## src/rtl/shift_sequencer.sv

```systemverilog
// Multi-cycle barrel shifter: one log2 stage per clock, fixed latency of SHAMT_W cycles.
// Optional rotate support for op 11 is enabled by defining SHIFT_SEQUENCER_ROTATE_EN.
//
// state | meaning
// IDLE  | waiting for a request, result/err driven to zero
// SHIFT | applying stage 2^idx when shamt[idx] is set, idx counts down
// DONE  | result presented until out_ready
module shift_sequencer #(
    parameter int WIDTH = 32
) (
    input  logic                       clock,
    input  logic                       reset_n,
    input  logic                       flush,
    input  logic                       in_valid,
    output logic                       in_ready,
    input  logic [1:0]                 op,
    input  logic [WIDTH-1:0]           A,
    input  logic [$clog2(WIDTH)-1:0]   shamt,
    output logic                       out_valid,
    input  logic                       out_ready,
    output logic [WIDTH-1:0]           result,
    output logic                       err,
    output logic                       busy
);

    localparam int SHAMT_W = $clog2(WIDTH);

    localparam logic [1:0] OP_SLL = 2'b00;
    localparam logic [1:0] OP_SRL = 2'b01;
    localparam logic [1:0] OP_SRA = 2'b10;
    localparam logic [1:0] OP_ROL = 2'b11;

    typedef enum logic [1:0] {
        IDLE  = 2'b00,
        SHIFT = 2'b01,
        DONE  = 2'b10
    } state_t;

    state_t               state_q, state_d;
    logic [WIDTH-1:0]     work_q, work_d;
    logic [1:0]           op_q, op_d;
    logic [SHAMT_W-1:0]   shamt_q, shamt_d;
    logic [SHAMT_W-1:0]   idx_q, idx_d;

    logic [SHAMT_W-1:0]   stage_amt;
    logic [WIDTH-1:0]     stage_val;
`ifdef SHIFT_SEQUENCER_ROTATE_EN
    logic [SHAMT_W:0]     rot_amt;
`endif

    // State register
    always_ff @(posedge clock) begin
        if (!reset_n) begin
            state_q <= IDLE;
            work_q  <= '0;
            op_q    <= '0;
            shamt_q <= '0;
            idx_q   <= '0;
        end else begin
            state_q <= state_d;
            work_q  <= work_d;
            op_q    <= op_d;
            shamt_q <= shamt_d;
            idx_q   <= idx_d;
        end
    end

    // One stage of the barrel: shift by 2^idx when the matching shamt bit is set
    always_comb begin
        stage_amt = SHAMT_W'(1) << idx_q;
        stage_val = work_q;
`ifdef SHIFT_SEQUENCER_ROTATE_EN
        rot_amt   = (SHAMT_W+1)'(WIDTH) - {1'b0, stage_amt};
`endif
        if (shamt_q[idx_q]) begin
            case (op_q)
                OP_SLL:  stage_val = work_q << stage_amt;
                OP_SRL:  stage_val = work_q >> stage_amt;
                OP_SRA:  stage_val = $signed(work_q) >>> stage_amt;
`ifdef SHIFT_SEQUENCER_ROTATE_EN
                OP_ROL:  stage_val = (work_q << stage_amt) | (work_q >> rot_amt);
`endif
                default: stage_val = work_q;
            endcase
        end
    end

    // Next-state and datapath update
    always_comb begin
        state_d = state_q;
        work_d  = work_q;
        op_d    = op_q;
        shamt_d = shamt_q;
        idx_d   = idx_q;

        case (state_q)
            IDLE: begin
                if (in_valid && !flush) begin
                    work_d  = A;
                    op_d    = op;
                    shamt_d = shamt;
                    idx_d   = SHAMT_W'(SHAMT_W - 1);
                    state_d = SHIFT;
                end
            end
            SHIFT: begin
                work_d = stage_val;
                idx_d  = idx_q - 1'b1;
                if (idx_q == '0) begin
                    state_d = DONE;
                end
            end
            DONE: begin
                if (out_ready) begin
                    state_d = IDLE;
                    work_d  = '0;
                end
            end
            default: state_d = IDLE;
        endcase

        // Flush outranks both accept and out_ready; harmless in IDLE
        if (flush && state_q != IDLE) begin
            state_d = IDLE;
            work_d  = '0;
            op_d    = '0;
            shamt_d = '0;
            idx_d   = '0;
        end
    end

    // Outputs
    always_comb begin
        in_ready  = reset_n && (state_q == IDLE);
        out_valid = (state_q == DONE);
        busy      = (state_q == SHIFT) || (state_q == DONE);
        result    = '0;
        err       = 1'b0;
        if (state_q == DONE) begin
            result = work_q;
`ifdef SHIFT_SEQUENCER_ROTATE_EN
            err    = 1'b0;
`else
            err    = (op_q == OP_ROL);
`endif
        end
    end

endmodule
```

## config.mk

```make
export PLATFORM = sky130hd
export DESIGN_NAME = shift_sequencer
export DESIGN_NICKNAME = d
export VERILOG_FILES = /design/src/rtl/shift_sequencer.sv
export SDC_FILE = /design/constraint.sdc
export NUM_CORES = 1
export LEC_CHECK = 0
export ABC_AREA = 1
export ABC_CLOCK_PERIOD_IN_PS = 4000
export BUFFER_PORTS_ARGS = -buffer_cell sky130_fd_sc_hd__buf_2
export CAP_MARGIN = 10
export CORE_MARGIN = 2
export CORE_UTILIZATION = 50
export CTS_BUF_LIST = sky130_fd_sc_hd__clkbuf_4 sky130_fd_sc_hd__clkbuf_8
export DETAILED_ROUTE_END_ITERATION = 6
export PLACE_DENSITY = 0.71
export SYNTH_ARGS = -nofsm -noshare
export SYNTH_HDL_FRONTEND = slang
export SYNTH_SLANG_ARGS = --single-unit
```

## constraint.sdc

```tcl
create_clock -name clock -period 4 [get_ports clock]
set_input_delay 0.4 -clock clock [delete_from_list [all_inputs] [get_ports clock]]
set_output_delay 0.4 -clock clock [all_outputs]
set_load 0.02 [all_outputs]
```

==> run metrics <==
status completed; Mapped Cells 1147; sequential fraction of the synthesis area 14.9%; H-Tree Depth 2; Req. time, crit path 4260 ps; RSZ-0062 raised after global routing no; IO buf count 79; r2r worst-path depth 14; startpoint types flip-flop; WP data arrival 3350 ps; Starting Density 51.3%; routability-driven placement congestion ratio 1.03; vias per cell 5.99; clk_lat worst skew 320 ps; vias in the first global route 7141; placed cell areas 6470 µm²; GR Overflow Total 0; area grow syn2layout 6.41%; Unique masters post-synth 38; syn_area_per_cell 5.39 µm²; cell taking the most area after synthesis nand2_1; DIE AREA ~13000 µm²; CP Capture Type flip-flop; Synth top area share between 20% and 30%; hold path startpoint A[1]; final hold violation count 0; mapped cell area roughly 6200 µm²; TritonCTS clock tree yes; initial DRC count 1414; # IOs 80; static leakage around 0.0035 µW; MaxCap Viol Count 0; Min-Delay Path Class in2reg; Die Wd 115 µm; part of the cycle the worst path needs between 70% and 80%; critical path cell sequence inv_2, nor3_4, nand2_4, buf_4, inv_2, buf_4, nand3_2, nand2_1, nand2_1, nand2_1, nand3_1, nand2_1, nand2_1, a21oi_1; RR Endpoint work_q[1]; most frequent CP cell nand2_1; CTS Sinks 46; via count of the routed design 8047; Critical R2R Launch idx_q[1]; FF-to-FF setup slack ~910 ps; first-pass GRT wire length 37200 µm; DRT Wirelength 23400 µm; fillcell total roughly 1300; clock buffer depth 2; largest net degree at the start of global routing 65; Power Density about 940 nW/µm²; Fin Setup TNS 0 ps; row cnt 40; hold path endpoint work_q[1]; Max FO, Critical Path 38; Num CTS Buffers 5; Synthesized Nets 1201; CTS root buf clkbuf_8; overall power roughly 6200 µW; VDD IR-drop max 561 µV; hpwl dp 17100 µm; setup violators final 0; fin util 54.6%; critical path class reg2reg; post-cts sizing count 0; Tightest Pin Transition 1210 ps; DRC 0; Clock Pin Slew Worst Setup and Hold Paths 100 ps; slew margin rel. 18.8%; drt wl/cell 17.4 µm; Slew Limit Fails 0; antenna violations before repair 0; Synth Register Bits 46; Fmax achieved ~320 MHz; Die Y 115 µm; Design Area, Final 6580 µm²; 1st-pass router iterations 7; Final nets between 1000 and 1500; skew final 13.4 ps; antenna-violating nets left 0; Crit path largest cell delay about 570 ps; Synth Warn # 0; top cells by area, synth nand2_1, nand3_1, dfxtp_1, a21oi_1, inv_1; WHS Path Cells 3; post-cts hold buffer count 0; post-route minimum period 3090 ps; CP max stage cell nor3_4; GRT Overall Usage 35.5%; core area 12100 µm²; layout cell share with drive strength beyond 1 13.0%; Post-CTS Setup Bufs 0
[how the worst max path moves through the flow]
stage / from / end
final: idx_q[1] / work_q[1]
after global routing: idx_q[1] / work_q[1]
after detailed placement: idx_q[1] / work_q[1]
after CTS: idx_q[1] / work_q[1]
after floorplan: op_q[0] / work_q[11]
after global placement: idx_q[1] / work_q[1]
[logic make-up (layout without fill, tap and decap cells)]
group | count (synthesis) | after routing | share of synthesized area (%)
simple gates | 703 | 703 | 52.0
compound gates | 196 | 196 | 16.7
buf+inv | 192 | 219 | 14.4
flops | 46 | 46 | 14.9
fa+ha+maj | 10 | 10 | 2.02
other cells | 0 | 1 | 0
[state kept, by name, indices dropped and copies added (netlist names)]
register,flops
op_q,2
state_q,2
idx_q,5
shamt_q,5
work_q,32
[critical path, delay by kind of cell (launching register included)]
| kind | cells | cell delay (ps) |
|---|---|---|
| flip-flops | 1 | 500 |
| AO/OA/AOI/OAI | 1 | 150 |
| buffers and inverters | 4 | 890 |
| AND/OR/NAND/NOR | 9 | 1450 |
[layout make-up]
| type | instances | area, µm² | area share, % |
|---|---|---|---|
| multi-input combinational | 909 | 4380 | 66.6 |
| sequential | 46 | 921 | 14.0 |
| timing repair buffer | 96 | 523 | 7.94 |
| inverter | 115 | 432 | 6.56 |
| tap | 168 | 210 | 3.19 |
| clock buffer | 6 | 76.3 | 1.16 |
| clock inverter | 2 | 37.5 | 0.570 |
| antenna | 1 | 2.50 | 0.0380 |
[cells in the final DEF (no fill, tap or decap), drive strengths merged, types with 3 or more instances in the layout]
master	synthesis	final
o21ai	58	58
nand2	389	389
nor2	38	38
ha	10	10
o2111ai	6	6
buf	48	96
nand4	27	27
a31oi	3	3
nor3	6	6
inv	112	112
clkbuf	29	6
dfxtp	46	46
a21oi	126	126
nand3	239	239
clkinv	3	3
[metal layers]
metal / vias to the layer above / part of all wire [%] / wire [µm] / track usage, %
met3: 69 / 14 / 3350 / 7.70
met4: 0 / 3.3 / 762 / 14.0
met5: - / 0 / 0 / 0
met2: 598 / 40 / 9280 / 49.2
li1: 3846 / - / - / -
met1: 3534 / 43 / 10000 / 52.8
[metrics by stage]
step	hold WS [ps]	cells	setup slack [ps]
6_report	365	1343	908
5_1_grt	362	1342	761
4_1_cts	353	1342	1060
3_5_place_dp	476	1334	1080
3_3_place_gp	469	1334	1070
2_1_floorplan	424	1147	1930
[synthesized netlist by cell type (all sizes together)]
cell     count
a211oi       1
a21oi      126
a31oi        3
and2         1
buf         48
clkbuf      29
clkinv       3
dfxtp       46
ha          10
inv        112
nand2      389
nand3      239
nand3b       1
nand4       27
nor2        38
nor3         6
nor3b        1
o2111ai      6
o211ai       1
o21ai       58
o22ai        1
or2          1
[power breakdown]
| group | internal, µW | total, µW | switching [µW] |
|---|---|---|---|
| Clock | 194 | 378 | 184 |
| Sequential | 622 | 808 | 187 |
| Combinational | 1470 | 5010 | 3530 |
(Power assumes the default switching activity.)
